**src/rtl/picobello_uart_pkg.sv**
```systemverilog
// Shared types and constants for the picobello UART receiver.
// PICOBELLO_UART_RX_PARITY_EN adds the PARITY state to the FSM encoding.
package picobello_uart_pkg;

  localparam int unsigned DataWidth = 8;
  localparam int unsigned MinDiv    = 4;
  localparam int unsigned IdxWidth  = $clog2(DataWidth);

  typedef enum logic [2:0] {
    IDLE   = 3'd0,
    START  = 3'd1,
    DATA   = 3'd2,
`ifdef PICOBELLO_UART_RX_PARITY_EN
    PARITY = 3'd3,
`endif
    STOP   = 3'd4
  } rx_state_e;

endpackage

```
**src/rtl/picobello_uart_rx_fifo.sv**
```systemverilog
// Receive FIFO: extra pointer bit separates full from empty; a push while full
// is accepted only when a pop frees the head slot in the same cycle.
module picobello_uart_rx_fifo
  import picobello_uart_pkg::*;
#(
  parameter int unsigned FifoDepth = 4
) (
  input  logic                 clk_i,
  input  logic                 rst_i,
  input  logic                 push_i,
  input  logic [DataWidth-1:0] wdata_i,
  output logic                 full_o,
  input  logic                 pop_i,
  output logic                 empty_o,
  output logic [DataWidth-1:0] rdata_o
);

  localparam int unsigned PtrWidth = $clog2(FifoDepth);

  logic [PtrWidth:0]    wptr_q, wptr_d;
  logic [PtrWidth:0]    rptr_q, rptr_d;
  logic [DataWidth-1:0] mem_q [FifoDepth];
  logic [DataWidth-1:0] mem_d [FifoDepth];
  logic                 do_push, do_pop;

  assign empty_o = (wptr_q == rptr_q);
  assign full_o  = (wptr_q[PtrWidth] != rptr_q[PtrWidth]) &&
                   (wptr_q[PtrWidth-1:0] == rptr_q[PtrWidth-1:0]);
  assign do_pop  = pop_i && !empty_o;
  assign do_push = push_i && (!full_o || do_pop);
  assign rdata_o = empty_o ? '0 : mem_q[rptr_q[PtrWidth-1:0]];

  always_comb begin
    wptr_d = wptr_q;
    rptr_d = rptr_q;
    mem_d  = mem_q;
    if (do_push) begin
      mem_d[wptr_q[PtrWidth-1:0]] = wdata_i;
      wptr_d = wptr_q + (PtrWidth+1)'(1);
    end
    if (do_pop) begin
      rptr_d = rptr_q + (PtrWidth+1)'(1);
    end
  end

  always_ff @(posedge clk_i) begin
    if (rst_i) begin
      wptr_q <= '0;
      rptr_q <= '0;
    end else begin
      wptr_q <= wptr_d;
      rptr_q <= rptr_d;
    end
  end

  // Storage needs no reset: rdata_o is masked while empty.
  always_ff @(posedge clk_i) begin
    mem_q <= mem_d;
  end

endmodule

```
**src/rtl/picobello_uart_rx.sv**
```systemverilog
// UART receiver (8 data bits, 1 stop, optional parity) with a receive FIFO.
// Define PICOBELLO_UART_RX_PARITY_EN to build in parity reception and checking.
module picobello_uart_rx
  import picobello_uart_pkg::*;
#(
  parameter int unsigned DivWidth  = 16,
  parameter int unsigned FifoDepth = 4
) (
  input  logic                clk_i,
  input  logic                rst_i,
  input  logic                rx_i,
  input  logic [DivWidth-1:0] div_i,
  input  logic                parity_en_i,
  input  logic                parity_odd_i,
  output logic [7:0]          data_o,
  output logic                valid_o,
  input  logic                ready_i,
  output logic                frame_err_o,
  output logic                parity_err_o,
  output logic                overflow_o,
  output logic                busy_o
);

  rx_state_e             state_q, state_d;
  logic                  rx_meta_q, rx_meta_d;
  logic                  rx_sync_q, rx_sync_d;
  logic                  rx_prev_q, rx_prev_d;
  logic [DivWidth-1:0]   cnt_q, cnt_d;
  logic [DivWidth-1:0]   div_q, div_d;
  logic [IdxWidth-1:0]   bit_idx_q, bit_idx_d;
  logic [DataWidth-1:0]  shift_q, shift_d;
  logic                  bad_q, bad_d;
  logic                  frame_err_q, frame_err_d;
  logic                  overflow_q, overflow_d;
  logic                  busy_q, busy_d;

  logic                  fall_c, expire_c, push_c, pop_c;
  logic                  fifo_full, fifo_empty;
  logic [DivWidth-1:0]   div_eff_c;

`ifdef PICOBELLO_UART_RX_PARITY_EN
  logic                  par_en_q, par_en_d;
  logic                  par_odd_q, par_odd_d;
  logic                  parity_err_q, parity_err_d;
`else
  logic                  unused_parity_c;
  assign unused_parity_c = parity_en_i ^ parity_odd_i;
`endif

  assign fall_c    = rx_prev_q && !rx_sync_q;
  assign expire_c  = (cnt_q == DivWidth'(1));
  assign div_eff_c = (div_i < DivWidth'(MinDiv)) ? DivWidth'(MinDiv) : div_i;
  assign pop_c     = valid_o && ready_i;

  // Next-state, datapath and registered pulse computation.
  always_comb begin
    state_d     = state_q;
    rx_meta_d   = rx_i;
    rx_sync_d   = rx_meta_q;
    rx_prev_d   = rx_sync_q;
    cnt_d       = cnt_q;
    div_d       = div_q;
    bit_idx_d   = bit_idx_q;
    shift_d     = shift_q;
    bad_d       = bad_q;
    frame_err_d = 1'b0;
    overflow_d  = 1'b0;
    push_c      = 1'b0;
`ifdef PICOBELLO_UART_RX_PARITY_EN
    par_en_d     = par_en_q;
    par_odd_d    = par_odd_q;
    parity_err_d = 1'b0;
`endif

    if (state_q != IDLE) begin
      cnt_d = cnt_q - DivWidth'(1);
    end

    case (state_q)
      IDLE: begin
        if (fall_c) begin
          state_d   = START;
          div_d     = div_eff_c;
          cnt_d     = div_eff_c >> 1;
          bit_idx_d = '0;
          bad_d     = 1'b0;
`ifdef PICOBELLO_UART_RX_PARITY_EN
          par_en_d  = parity_en_i;
          par_odd_d = parity_odd_i;
`endif
        end
      end
      START: begin
        if (expire_c) begin
          cnt_d   = div_q;
          state_d = rx_sync_q ? IDLE : DATA;
        end
      end
      DATA: begin
        if (expire_c) begin
          cnt_d     = div_q;
          shift_d   = {rx_sync_q, shift_q[DataWidth-1:1]};
          bit_idx_d = bit_idx_q + IdxWidth'(1);
          if (bit_idx_q == IdxWidth'(DataWidth - 1)) begin
`ifdef PICOBELLO_UART_RX_PARITY_EN
            state_d = par_en_q ? PARITY : STOP;
`else
            state_d = STOP;
`endif
          end
        end
      end
`ifdef PICOBELLO_UART_RX_PARITY_EN
      PARITY: begin
        if (expire_c) begin
          cnt_d   = div_q;
          state_d = STOP;
          if (rx_sync_q != ((^shift_q) ^ par_odd_q)) begin
            parity_err_d = 1'b1;
            bad_d        = 1'b1;
          end
        end
      end
`endif
      STOP: begin
        if (expire_c) begin
          state_d = IDLE;
          if (!rx_sync_q) begin
            frame_err_d = 1'b1;
          end else if (!bad_q) begin
            push_c     = 1'b1;
            overflow_d = fifo_full && !pop_c;
          end
        end
      end
      default: state_d = IDLE;
    endcase

    busy_d = (state_d != IDLE);
  end

  always_ff @(posedge clk_i) begin
    if (rst_i) begin
      state_q     <= IDLE;
      rx_meta_q   <= 1'b1;
      rx_sync_q   <= 1'b1;
      rx_prev_q   <= 1'b1;
      cnt_q       <= '0;
      div_q       <= '0;
      bit_idx_q   <= '0;
      shift_q     <= '0;
      bad_q       <= 1'b0;
      frame_err_q <= 1'b0;
      overflow_q  <= 1'b0;
      busy_q      <= 1'b0;
`ifdef PICOBELLO_UART_RX_PARITY_EN
      par_en_q     <= 1'b0;
      par_odd_q    <= 1'b0;
      parity_err_q <= 1'b0;
`endif
    end else begin
      state_q     <= state_d;
      rx_meta_q   <= rx_meta_d;
      rx_sync_q   <= rx_sync_d;
      rx_prev_q   <= rx_prev_d;
      cnt_q       <= cnt_d;
      div_q       <= div_d;
      bit_idx_q   <= bit_idx_d;
      shift_q     <= shift_d;
      bad_q       <= bad_d;
      frame_err_q <= frame_err_d;
      overflow_q  <= overflow_d;
      busy_q      <= busy_d;
`ifdef PICOBELLO_UART_RX_PARITY_EN
      par_en_q     <= par_en_d;
      par_odd_q    <= par_odd_d;
      parity_err_q <= parity_err_d;
`endif
    end
  end

  picobello_uart_rx_fifo #(
    .FifoDepth(FifoDepth)
  ) u_fifo (
    .clk_i  (clk_i),
    .rst_i  (rst_i),
    .push_i (push_c),
    .wdata_i(shift_q),
    .full_o (fifo_full),
    .pop_i  (ready_i),
    .empty_o(fifo_empty),
    .rdata_o(data_o)
  );

  assign valid_o     = !fifo_empty;
  assign frame_err_o = frame_err_q;
  assign overflow_o  = overflow_q;
  assign busy_o      = busy_q;
`ifdef PICOBELLO_UART_RX_PARITY_EN
  assign parity_err_o = parity_err_q;
`else
  assign parity_err_o = 1'b0;
`endif

endmodule

```
**config.mk**
```make
export PLATFORM = sky130hd
export DESIGN_NAME = picobello_uart_rx
export DESIGN_NICKNAME = d
export VERILOG_FILES = /design/src/rtl/picobello_uart_pkg.sv /design/src/rtl/picobello_uart_rx_fifo.sv /design/src/rtl/picobello_uart_rx.sv
export SDC_FILE = /design/constraint.sdc
export NUM_CORES = 1
export LEC_CHECK = 0
export ABC_CLOCK_PERIOD_IN_PS = 3700
export BUFFER_PORTS_ARGS = -buffer_cell sky130_fd_sc_hd__buf_2
export CAP_MARGIN = 5
export CORE_UTILIZATION = 60
export CTS_BUF_LIST = sky130_fd_sc_hd__clkbuf_16
export DETAILED_ROUTE_END_ITERATION = 8
export PLACE_DENSITY = 0.8
export SLEW_MARGIN = 15
export SYNTH_ARGS = -nofsm -noshare
export SYNTH_HDL_FRONTEND = slang
export SYNTH_SLANG_ARGS = --single-unit
export TNS_END_PERCENT = 20
```
**constraint.sdc**
```tcl
create_clock -name clk_i -period 3.7 [get_ports clk_i]
set_clock_uncertainty 0.05 [all_clocks]
set_input_delay 0.37 -clock clk_i [delete_from_list [all_inputs] [get_ports clk_i]]
set_output_delay 0.37 -clock clk_i [all_outputs]
set_load 0.03 [all_outputs]
```
# Word-level counts from Yosys, hierarchy flattened
# Index checks and enable logic that the tools add are counted.
dict set report op_classes {
  n_addsub 4
  magnitude_cmp 4
  eq_ne 10
  mux 26
  bitwise 5
  reduce_logical 21
}
# op n
set ops {}
lappend ops {{two-way mux 16 bit} 4}
lappend ops {{bitwise mux 32 bit} 1}
lappend ops {{two-way mux 8 bit} 4}
lappend ops {{one-hot mux 16 bit (2 select lines)} 1}
lappend ops {{two-way mux 3 bit} 7}
lappend ops {{binary-select mux 8 bit (select 2 bit)} 1}
lappend ops {{demux 8 bit (select 2 bit)} 1}
lappend ops {{equality test 16 x 1 -> 1 bit, second input constant} 1}
lappend ops {{less-than comparator 16 x 3 -> 1 bit, second input constant} 1}
lappend ops {{subtractor 16 x 1 -> 16 bit, second input constant} 1}
lappend ops {{one-hot mux 3 bit (4 select lines)} 1}
lappend ops {{adder 3 x 1 -> 3 bit, second input constant} 3}
lappend ops {{equality test 3 bit, second input constant} 2}
lappend ops {{>= comparator 3 bit, second input constant} 2}
lappend ops {{logical AND 1 bit} 6}
lappend ops {{inverter 2 -> 3 bit} 2}
lappend ops {{one-hot mux 3 bit (2 select lines)} 1}
lappend ops {{nonzero test 3 bit} 2}
lappend ops {{logical NOT 1 bit} 4}
lappend ops {{two-way mux 1 bit} 4}
lappend ops {{inequality test 2 bit, second input constant} 2}
lappend ops {{AND reduction 2 bit} 2}
lappend ops {{OR reduction 4 bit} 1}
lappend ops {{equality test 3 x 1 -> 1 bit, second input constant} 1}
lappend ops {{13 further kinds} 15}
dict set report totals {
  reg_bits 90
  input_bits 22
  output_inout_bits 13
  word_cells 87
}

# Longest topological paths before layout
# Gate-level depths: netlist (run 1).
dict set report depth {
  depth_word 6
  depth_mapped 10
  ltp_nobuf 7
}

# Hierarchy
# A second synthesis (run 1) with hierarchy kept.
dict set report unflattened {
  hier_cells 411
  area_unflattened_um2 4207.8
}
# mod n_inst cells_per_inst area_per_inst_um2 seq_area_each_um2
set by_module_without_submodules {}
lappend by_module_without_submodules {picobello_uart_rx 1 310 2549.9 1041.0}
lappend by_module_without_submodules {picobello_uart_rx_fifo 1 101 1657.8 1081.0}

# Worst setup path after synthesis (run 1)
# No wires, ideal clock.
dict set report synth_timing {
  path_type {reg-to-reg}
  from {register cnt_q[0]}
  to {register u_fifo.mem_q[0] (netlist name), enable pin}
  setup_time_ps 383
  t_arrival_ps 2005
  required_ps 3267
  setup_slack_ps 1261
  path_stages_with_launch 7
  path_buffers 1
  synth_period_minus_slack_ps 2439
  path_cell_list {dfxtp_1 ha_1 nor4b_1 and2_1 clkbuf_1 nand4_1 nor3_1}
}
dict set report synth_via {
  elab_chain_cells 4
}
# item line_no
set synth_rtl {}
lappend synth_rtl {{start: declaration} picobello_uart_rx.sv:28} ;# logic [DivWidth-1:0] cnt_q, cnt_d;
lappend synth_rtl {{start signal: assignment} picobello_uart_rx.sv:166} ;# cnt_q <= cnt_d;
lappend synth_rtl {{equality test 16 x 1 -> 1 bit} picobello_uart_rx.sv:51} ;# assign expire_c = (cnt_q == DivWidth'(1));
lappend synth_rtl {{two-way mux 1 bit} picobello_uart_rx.sv:126} ;# if (expire_c) begin
lappend synth_rtl {{two-way mux 1 bit} picobello_uart_rx.sv:79} ;# case (state_q)
lappend synth_rtl {{logical AND 1 bit} picobello_uart_rx_fifo.sv:30} ;# assign do_push = push_i && (!full_o || do_pop);
lappend synth_rtl {{end signal: assignment} picobello_uart_rx_fifo.sv:58} ;# mem_q <= mem_d;
lappend synth_rtl {{end: declaration} picobello_uart_rx_fifo.sv:22} ;# logic [DataWidth-1:0] mem_q [FifoDepth];
# Every way passes these cells.
# A chain may end at the register's enable or synchronous reset.

# Final worst setup path (run 1)
dict set report layout_timing {
  from {register cnt_q[5]}
  to {register u_fifo.mem_q[18] (netlist name), enable pin}
}
# Same word-level chain as after synthesis.

==> results of run 1 <==
-- through the flow --
stage	power [mW]	area, sq um
after CTS	2.118	4397
after global routing	2.183	4397
after floorplan	1.197	3926
after global placement	1.236	4100
after detailed placement	1.241	4100
final	2.106	4397
-- layout make-up --
cell class / instances / area, sq um
fill: 491 / 1953
tap: 77 / 96.34
multi-input combinational: 264 / 1689
sequential: 90 / 2122
inverter: 6 / 22.52
timing repair buffer: 33 / 170.2
clock inverter: 7 / 71.32
clock buffer: 9 / 225.2
-- power breakdown --
group	internal, mW	switching, mW
Combinational	0.0659	0.0943
Clock	0.474	0.410
Sequential	1.04	0.0225
-- worst max path at each step --
stage                   from                to
finish              cnt_q[5]  u_fifo.mem_q[18]
global route        cnt_q[5]  u_fifo.mem_q[12]
CTS                 cnt_q[5]  u_fifo.mem_q[18]
detailed placement  cnt_q[5]  u_fifo.mem_q[22]
global placement    cnt_q[5]  u_fifo.mem_q[30]
floorplan           cnt_q[0]   u_fifo.mem_q[0]
-- flip-flops by register name, summed over array words and instances, names as in the netlist, 3 cells and up --
signal / cells
shift_q: 8
div_q: 16
bit_idx_q: 3
u_fifo.mem_q: 32
state_q: 3
u_fifo.wptr_q: 3
u_fifo.rptr_q: 3
cnt_q: 16
-- layout by cell type, fill, tap and decap left out, types with 2 or more instances in the layout --
| cell | netlist | layout |
|---|---|---|
| dfxtp_1 | 58 | 58 |
| nand2_1 | 64 | 64 |
| nand3b_1 | 2 | 2 |
| buf_4 | 1 | 2 |
| nand4_1 | 2 | 2 |
| clkinv_4 | 0 | 3 |
| nor2_1 | 16 | 16 |
| clkbuf_16 | 0 | 9 |
| buf_2 | 5 | 31 |
| inv_1 | 6 | 6 |
| a41oi_1 | 3 | 3 |
| o21ai_0 | 4 | 4 |
| xnor2_1 | 6 | 6 |
| mux4_2 | 8 | 8 |
| nor4_1 | 5 | 5 |
| or4_1 | 3 | 3 |
| nor4b_1 | 2 | 2 |
| ha_1 | 9 | 9 |
| and3_1 | 8 | 8 |
| and4_1 | 2 | 2 |
| nor3_1 | 10 | 10 |
| o22ai_1 | 10 | 10 |
| a31oi_1 | 3 | 3 |
| a21oi_1 | 33 | 33 |
| xor2_1 | 13 | 13 |
| a21boi_0 | 5 | 5 |
| a21boi_1 | 5 | 5 |
| nand2b_1 | 5 | 5 |
| or2_2 | 3 | 3 |
| inv_6 | 0 | 2 |
| nand3_1 | 12 | 12 |
| and2_1 | 10 | 10 |
| or3_1 | 4 | 4 |
| edfxtp_1 | 32 | 32 |
-- critical path, delay by kind of cell, from the launching register on --
family                 cells  cell delay, ns
AND/OR/NAND/NOR            4            1.71
buffers and inverters      1            0.25
flip-flops                 1            0.35
-- cells by family (layout without fill, tap and decap cells) --
family / after synthesis / in the layout
AND/OR/NAND/NOR: 153 / 153
flip-flops: 90 / 90
AO/OA/AOI/OAI: 73 / 73
buffers and inverters: 28 / 55
XOR/XNOR: 19 / 19
adder cells (fa/ha/maj): 9 / 9
multiplexers: 9 / 9
other: 1 / 1
-- per-layer routing --
| metal | up-vias | global-route usage, % | routed length (um) |
|---|---|---|---|
| li1 | 1414 | - | - |
| met1 | 1361 | 31.58 | 3586 |
| met2 | 56 | 38.97 | 3857 |
| met3 | 6 | 4.970 | 219 |
| met4 | 0 | 8.464 | 94 |
| met5 | - | 0 | 0 |
==> impl_results.md, run 1 <==
- Top-area cell type share of the netlist area: 29.57%
- Mux cell area share after synthesis: 4.844%
- WHS Endpoint: rx_meta_q
- Post-Synth Adder-Cell Area: 2.868%
- Mapped Avg Cell Area: 10.28 sq um
- Worst vdd ir: 518.6 uV
- CP Capture Type: register
- # rows: 29
- Setup TNS Final: 0 ns
- CP Launch Type: register
- Die area: 6872 sq um
- Relative slew margins: 42.31%
- Post-Syn Nets: 413
- Worst Hold Depth: 2
- Seq/Total Area, Yosys: 54.05%
- Pre-CTS WS: 0.9932 ns
- Max Root-Sink Buffers: 2
- Async S/R FF share, synth: 0%
- CP max FO: 10
- Layout cells sized above 1: 15.89%
- Global-route wire length before repair: 12900 um
- Post-synth EDFFs: 32
- Final setup viols: 0
- Main area contributors after synthesis: dfxtp_1 (30%), edfxtp_1 (24%), nand2_1 (6.1%), mux4_2 (4.6%), a21oi_1 (4.2%)
- Via Count: 2837
- Count leader, synth: nand2_1
- Fin. Hold Viols: 0
- Largest net degree at the start of global routing: 50
- Setup repair bufs after CTS: 0
- Core area: 6350 sq um
- DR WL/cell: 15.96 um
- Slowest-stage cell, CP: or4_4
- Worst reg2reg path endpoint: u_fifo.mem_q[18]
- First DRT Iteration DRCs: 174
- Status: finished, final reports clean
- Post-Synth XOR/XNOR Area: 4.238%
- Worst-path clk slew: 0.07 ns
- Root buf cell: clkbuf_16
- Number of diodes: 0
- Final wirelength: 7757 um
- Initial core utilization: 61.83%
- FMAX: 368.1 MHz
- RR Startpoint: cnt_q[5]
- Vias in the first global route: 2724
- Synthesized instance count: 382
- Power Density: 478.9 nW/um^2
- Post-DRT Antenna Nets: 0
- Critical Path AT: 2.65 ns
- CTS tree: built
- Worst EP required: 3.63 ns
- Final Cycle Share: 73.43%
- Critical path's largest stage delay: 0.57 ns
- Hold Path Class: input pin to register
- GRT Util Overall: 23.84%
- DRC viols: 0
- Vias per inst: 5.837
- Number of antenna violations at the first check in global routing: 0
- Hold slack: 0.1651 ns
- # hold bufs at CTS: 0
- Min-delay src: rx_i
- Compound-Gate Fraction of Synth Area: 11.66%
- IO Pins: 35
- Cts bufs inserted: 9
- Cell Chain, Critical Path: or4_4 -> nor4_2 -> buf_4 -> and4_1 -> and3_1
- PnR worst setup slack: 0.9831 ns
- Drt pass-1 iters: 4
- Cell Count, Final, Fillers Out: 486
- Worst-skew pair later-pin latency: 0.33 ns
- Fin. max-slew vios: 0
- H-tree depth: 3
- Worst R2R Path Depth: 5
- Area Overhead vs Synth: 11.98%
- Reg2Reg Setup Slack: 0.98 ns
- Final HPWL from detailed placement: 5261 um
- Crit Path Category: register to register
- Resize count post-CTS: 0
- Minimum clock period: 2.717 ns
- Synth warnings: 0
- DP Cell Count: 470
- Final net count: 435
- RSZ-0062 raised after global routing: false
- Die height: 82.90 um
- Largest family of logic cells by synthesized area: simple AND/OR/NAND/NOR gates
- Fin util: 69.24%
- Synth area leader: dfxtp_1
- FF+latch count, synth: 90
- Most frequent cells after synthesis: nand2_1 (64), dfxtp_1 (58), a21oi_1 (33)
- Sink Count: 90
- Leak: 1.590 nW
- Congestion Overflow GR: 0
- Actual slew at the worst max-slew pin: 0.8654 ns
- Post-synth top flop: dfxtp_1
- Max_cap viols: 0
- Post-Syn Area: 3926 sq um
- Synth Area in Simple Gates: 19.31%
- Synth cell types: 50
- DIE WIDTH: 82.90 um
- Count of input and output buffers: 31
- GPL Wtd Cong: 0.8072
(Power assumes the default switching activity.)
==> inputs of run 2 (changes only) <==
Settings changed: ABC_CLOCK_PERIOD_IN_PS 3700 to 2300, CORE_UTILIZATION 60 to 53, PLACE_DENSITY 0.8 to 0.75.
Clock period 3.7 ns to 2.3 ns, I/O delays scaled along.
==> impl_results.md, run 2 (same netlist as run 1, synthesis figures left out) <==
- Status: finished, final reports clean
- Seq pwr share: 49.9% (-0.5 points)
- Worst-skew pair later-pin latency: 0.34 ns (about the same)
- GPL Wtd Cong: 0.8492 (+5.2%)
- Reg2Reg Setup Slack: 0.05 ns (-0.93 ns)
- CP max FO: 4 (-6)
- Final HPWL from detailed placement: 5707 um (+8.5%)
- DP Cell Count: 505 (+7.4%)
- PnR worst setup slack: 0.05374 ns (-0.9293 ns)
- GRT Util Overall: 23.02% (-0.82 points)
- Fillers: 584 (+19%)
- Global-route wire length before repair: 13300 um (+3.1%)
- Top Registers: u_fifo.mem_q: 32 flops, cnt_q: 16 flops, div_q: 16 flops
- Leak: 1.668 nW (+4.9%)
- Final Cycle Share: 97.66% (+24 points)
- # rows: 31 (+6.9%)
- CTS tree: built
- Initial core utilization: 54.42% (-7.4 points)
- Sink Count: 90 (unchanged)
- Clock power frac: 41.4% (-0.6 points)
- CP Launch Type: register
- Area Overhead vs Synth: 16.54%
- Cell Chain, Critical Path: or4_4 -> or4_4 -> or4_4 -> xor2_1 -> o22ai_2
- Worst vdd ir: 424.5 uV (-18%)
- FMAX: 445.2 MHz (+21%)
- Post-DRT Antenna Nets: 0 (unchanged)
- Commonest non-fill, non-tap cell in the layout: nand2_1
- Largest register FFs: 32 (unchanged)
- Actual slew at the worst max-slew pin: 0.5996 ns (-0.2658 ns)
- Core area: 7214 sq um (+14%)
- DRC viols: 0 (unchanged)
- Final net count: 449 (+3.2%)
- Net Sw Frac: 25.02% (about the same)
- Congestion Overflow GR: 0 (unchanged)
- Relative slew margins: 59.84% (+18 points)
- Slowest-stage cell, CP: or4_4
- Minimum clock period: 2.246 ns (-0.4707 ns)
- Max Root-Sink Buffers: 2 (unchanged)
- Largest net degree at the start of global routing: 27 (-46%)
- Via Count: 2932 (+3.3%)
- Setup TNS Final: 0 ns (unchanged)
- DIE WIDTH: 88.07 um (+6.2%)
- Die height: 88.07 um (+6.2%)
- Most frequent cells in the layout: nand2_1 (64), dfxtp_1 (58), a21oi_1 (33)
- H-tree depth: 3 (unchanged)
- Count of input and output buffers: 31 (unchanged)
- Critical path's largest stage delay: 0.57 ns (about the same)
- Cell Count, Final, Fillers Out: 522 (+7.4%)
- DR WL/cell: 15.72 um (-1.5%)
- Number of antenna violations at the first check in global routing: 0 (unchanged)
- Drt pass-1 iters: 4 (unchanged)
- Fin. Hold Viols: 0 (unchanged)
- Power, Total: 3.421 mW (+62%)
- Critical Path AT: 2.41 ns (-0.24 ns)
- Net Switching: 0.8561 mW (+63%)
- Most frequent CP cell: or4_4
- Cts bufs inserted: 9 (unchanged)
- Layout cells sized above 1: 19.86% (+4.0 points)
- CP Capture Type: register
- Fin. max-slew vios: 0 (unchanged)
- Comb pwr share: 8.7% (+1.1 points)
- Final setup viols: 0 (unchanged)
- Largest Register: u_fifo.mem_q
- Hold Path Class: input pin to register
- IO Pins: 35 (unchanged)
- First DRT Iteration DRCs: 154 (-11%)
- Internal: 2.565 mW (+62%)
- RSZ-0062 raised after global routing: true
- Max_cap viols: 0 (unchanged)
- Number of diodes: 0 (unchanged)
- Crit Path Category: register to register
- Power Density: 747.7 nW/um^2 (+56%)
- Vias per inst: 5.617 (-3.8%)
- Final wirelength: 8207 um (+5.8%)
- Worst EP required: 2.46 ns (-1.17 ns)
- Root buf cell: clkbuf_16
- Die area: 7756 sq um (+13%)
- Pre-CTS WS: 0.02500 ns (-0.9682 ns)
- Worst-path clk slew: 0.07 ns (about the same)
- Vias in the first global route: 2811 (+3.2%)
-- run 2: cell count changes in the layout (fill, tap and decap cells not counted), moves of 2 or more --
cell        delta
buf_4         +13
inv_8          +3
clkinv_4       -2
clkinvlp_4     +2
inv_6          -2
or4_1          -2
or4_4          +2
-- run 2: final cells by class --
cell class / instances / area [sq um] / area share (%)
sequential: 90 / 2122 / 46.38
multi-input combinational: 264 / 1725 / 37.71
tap: 99 / 123.9 / 2.707
clock buffer: 9 / 225.2 / 4.922
clock inverter: 7 / 68.82 / 1.504
timing repair buffer: 47 / 287.8 / 6.289
inverter: 6 / 22.52 / 0.4922
-- run 2: through the flow --
step / hold WS (ns) / util [%] / area, sq um
2_1_floorplan: 0.2838 / - / 3931
3_3_place_gp: 0.3443 / 58.81 / 4243
3_5_place_dp: 0.3440 / 58.81 / 4243
4_1_cts: 0.007393 / 62.99 / 4544
5_1_grt: 0.02463 / 63.42 / 4576
6_report: 0.01916 / 63.42 / 4576
-- run 2: per-layer routing --
| metal | part of all wire, % | wire [um] | GRT usage [%] | vias up |
|---|---|---|---|---|
| met3 | 4.7 | 388 | 4.336 | 11 |
| li1 | - | - | - | 1442 |
| met1 | 43 | 3492 | 28.11 | 1409 |
| met2 | 51 | 4190 | 39.53 | 70 |
| met4 | 1.7 | 136 | 10.56 | 0 |
| met5 | 0 | 0 | 0 | - |
-- run 2: repair_timing --
item                       4_1_cts  5_1_grt
gates resized for setup          0        6
gates cloned                     0        0
pin swaps                        1        0
hold endpoints to repair         0        0
buffers inserted                 1        0
setup endpoints to repair        9       44
hold buffers                     0        0
-- run 2: critical path, delay by kind of cell, from the launching register on --
| family | cells | cell delay (ns) |
|---|---|---|
| XOR/XNOR | 1 | 0.17 |
| AO/OA/AOI/OAI | 1 | 0.08 |
| flip-flops | 1 | 0.32 |
| AND/OR/NAND/NOR | 3 | 1.49 |
-- run 2: path summary, 6_finish.rpt --
kind | start | end | depth (start not counted)
max reg2reg | cnt_q[5] | cnt_q[13] | 5
min | rx_i | rx_meta_q | 2
min reg2reg | rx_meta_q | rx_prev_d | 1
max | cnt_q[5] | cnt_q[13] | 5
-- run 2: power groups by stage --
stage / logic (mW) / registers [mW] / clock network [mW]
finish: 0.296 / 1.71 / 1.42
global route: 0.329 / 1.71 / 1.50
CTS: 0.277 / 1.70 / 1.46
detailed placement: 0.273 / 1.74 / 0
global placement: 0.267 / 1.74 / 0
floorplan: 0.190 / 1.74 / 0
==> inputs of run 3 (changes only) <==
Settings changed: ABC_AREA from default to 1, CORE_UTILIZATION 53 to 54, HOLD_SLACK_MARGIN from default to 0.12, PLACE_DENSITY 0.75 to 0.76.
==> impl_results.md, run 3 <==
- Status: complete, but fails checks
- Failing checks: design-rule violations
- First DRT Iteration DRCs: 120 (-22%)
- Synth area leader: dfxtp_1
- Hold Path Class: input pin to register
- Fin. max-slew vios: 0 (unchanged)
- Seq pwr share: 46.9% (-3.0 points)
- Synth cell types: 36 (-28%)
- Post-layout instance area: 4877 sq um (+6.6%)
- DIE WIDTH: 91.14 um (+3.5%)
- Core area: 7687 sq um (+6.6%)
- Area Overhead vs Synth: 13.68%
- Fin util: 63.44% (about the same)
- Vias in the first global route: 3397 (+21%)
- Most frequent cells after synthesis: nand2_1 (111), nor2_1 (78), dfxtp_1 (58), inv_1 (58), o21ai_0 (33)
- Number of diodes: 0 (unchanged)
- Seq/Total Area, Yosys: 49.46% (-4.6 points)
- Count leader, synth: nand2_1
- PnR worst setup slack: 0.1692 ns (+0.1154 ns)
- Layout cells sized above 1: 17.78% (-2.1 points)
- Comb pwr share: 13.9% (+5.2 points)
- Worst EP required: 2.02 ns (-0.44 ns)
- Cell Chain, Critical Path: buf_4 -> clkinvlp_4 -> buf_12 -> o21ai_0 -> o22ai_1 -> nand2_1 -> inv_1 -> buf_2
- CP Capture Type: output port
- Commonest non-fill, non-tap cell in the layout: nand2_1
- Synth warnings: 0 (unchanged)
- Net Switching: 1.044 mW (+22%)
- Net Sw Frac: 28.57% (+3.5 points)
- Stages on worst setup path: 8 (+3)
- Internal: 2.610 mW (+1.7%)
- Clock power frac: 39.2% (-2.2 points)
- Min-delay src: div_i[10]
- Final setup viols: 0 (unchanged)
- Count of input and output buffers: 31 (unchanged)
- Fin. Hold Viols: 0 (unchanged)
- Minimum clock period: 2.131 ns (-0.1154 ns)
- Root buf cell: clkbuf_16
- FF+latch count, synth: 90 (unchanged)
- Reg2Reg Setup Slack: 0.24 ns (+0.19 ns)
- Final Cycle Share: 92.64% (-5.0 points)
- Relative slew margins: 54.60% (-5.2 points)
- Die height: 91.14 um (+3.5%)
- Max Root-Sink Buffers: 2 (unchanged)
- Vias per inst: 5.160 (-8.1%)
- # rows: 32 (+3.2%)
- Top Registers: u_fifo.mem_q: 32 flops, cnt_q: 16 flops, div_q: 16 flops
- Largest net degree at the start of global routing: 24 (-11%)
- Critical Path Start: u_fifo.rptr_q[0]
- Actual slew at the worst max-slew pin: 0.6803 ns (+0.08071 ns)
- Post-Syn Nets: 559 (+35%)
- Number of antenna violations at the first check in global routing: 0 (unchanged)
- RR Startpoint: cnt_q[0]
- CP max FO: 18 (+14)
- Setup TNS Final: 0 ns (unchanged)
- RSZ-0062 raised after global routing: false
- Cts bufs inserted: 9 (unchanged)
- Sink Count: 90 (unchanged)
- Critical Path AT: 1.85 ns (-0.56 ns)
- Worst-path clk slew: 0.07 ns (about the same)
- Pre-CTS WS: 0.3087 ns (+0.2837 ns)
- DR WL/cell: 13.40 um (-15%)
- GPL Wtd Cong: 0.8771 (+3.3%)
- DP Cell Count: 650 (+29%)
- Global-route wire length before repair: 15100 um (+13%)
- Largest register FFs: 32 (unchanged)
- Final net count: 594 (+32%)
- H-tree depth: 3 (unchanged)
- IO Pins: 35 (unchanged)
- Worst R2R Path Depth: 8 (+3)
- Worst reg2reg path endpoint: u_fifo.mem_q[7]
- Max_cap viols: 0 (unchanged)
- Worst-skew pair later-pin latency: 0.34 ns (about the same)
- Main area contributors after synthesis: dfxtp_1 (27%), edfxtp_1 (22%), nand2_1 (9.7%), nor2_1 (6.8%), inv_1 (5.1%)
- Top-area cell type share of the netlist area: 27.06% (-2.5 points)
- Post-synth EDFFs: 32 (unchanged)
- Hold slack: 0.1293 ns (+0.1102 ns)
- Worst Path Buf+Inv: 5 (+5)
- CTS tree: built
- Power, Total: 3.653 mW (+6.8%)
- DRC viols: 1 (+1)
- Post-DP Area: 4522 sq um (+6.6%)
- Drt pass-1 iters: 6 (+2)
- Synthesized instance count: 528 (+38%)
- Post-DRT Antenna Nets: 0 (unchanged)
- Leak: 2.149 nW (+29%)
- Top delay family on crit path: buffers and inverters
- Most frequent cells in the layout: nand2_1 (110), nor2_1 (78), inv_1 (57), dfxtp_1 (57), o21ai_0 (33)
- Worst vdd ir: 475.3 uV (+12%)
- Final wirelength: 8980 um (+9.4%)
- Final HPWL from detailed placement: 6152 um (+7.8%)
- GRT Util Overall: 23.29% (+0.27 points)
- CP Launch Type: register
- Critical path's largest stage delay: 0.39 ns (-0.18 ns)
- Async S/R FF share, synth: 0% (unchanged)
- FMAX: 469.3 MHz (+5.4%)
- Mapped Avg Cell Area: 8.126 sq um (-21%)
- Power Density: 749.1 nW/um^2 (+0.18%)
- Initial core utilization: 55.81% (+1.4 points)
- Largest Register: u_fifo.mem_q
- Congestion Overflow GR: 0 (unchanged)
- Cell Count, Final, Fillers Out: 670 (+28%)
- Die area: 8306 sq um (+7.1%)
- Via Count: 3457 (+18%)
- Slowest-stage cell, CP: dfxtp_1
- Post-synth top flop: dfxtp_1
- Worst Setup EP: data_o[2]
- Post-Syn Area: 4290 sq um (+9.3%)
- Crit Path Category: register to output port
-- run 3: cell types whose count changed in the layout (fill, tap and decap cells not counted), sizes merged, moves of 6 or more --
cell,change
xor2,-6
nand3,+20
mux4,-8
inv,+56
o21ai,+30
nor3,-7
a21oi,+7
and2,-11
buf,-8
a21boi,-7
nand2,+51
nor2,+75
and3,-8
-- run 3: worst min-delay path by stage --
stage	endpoint	slack (ns)	cells after the start
5_1_grt	u_fifo.rptr_q[2]	0.15	3
6_report	div_q[10]	0.13	3
2_1_floorplan	rx_meta_q	0.28	1
3_3_place_gp	rx_prev_d	0.35	1
3_5_place_dp	rx_prev_d	0.34	1
4_1_cts	div_q[10]	0.12	3
-- run 3: what timing repair did --
| action | in CTS | in global routing |
|---|---|---|
| buffers inserted | 0 | 1 |
| gates resized for setup | 1 | 2 |
| endpoints found under the setup margin | 8 | 8 |
| hold buffers | 3 | 0 |
| endpoints found under the hold margin | 3 | 0 |
-- run 3: worst reg2reg max path: stages (launching register included) --
cell     delay, ns
dfxtp_1       0.38
ha_1          0.16
nand3_1       0.11
nor2_4        0.19
nand3_1       0.19
nor2_4        0.22
inv_2         0.08
nor2_1        0.16
buf_4         0.21
-- run 3: power by group through the flow --
stage / clock network (mW) / registers, mW / logic [mW]
after floorplan: 0 / 1.74 / 0.387
after global placement: 0 / 1.75 / 0.472
after detailed placement: 0 / 1.75 / 0.487
after CTS: 1.46 / 1.71 / 0.497
after global routing: 1.53 / 1.72 / 0.566
final: 1.43 / 1.71 / 0.510
-- run 3: cell families (layout without fill, tap and decap cells) --
kind of cell	after synthesis	count (layout)	share of synthesized area [%]
DFF	90	90	49.46
and+or+nand+nor	249	249	25.78
AOI/OAI and AO/OA	87	87	11.99
adders and majority gates	9	9	2.625
other	1	1	0.08741
xor gates and xnor gates	10	10	2.042
buffers and inverters	82	122	8.020
-- run 3: area by class of cell --
type	instances	area (sq um)
fillers	681	2810
flip-flops and latches	90	2123
multi-input cells	356	1827
repair buffers	42	257.7
inverters	64	244.0
clock buffers	9	225.2
well taps	102	127.6
clock inverters	7	72.57
-- run 3: metal layers --
| metal | part of all wire [%] | track usage [%] |
|---|---|---|
| met1 | 43 | 26.51 |
| met2 | 52 | 42.55 |
| met3 | 3.6 | 4.439 |
| met4 | 1.8 | 9.524 |
| met5 | 0 | 0 |
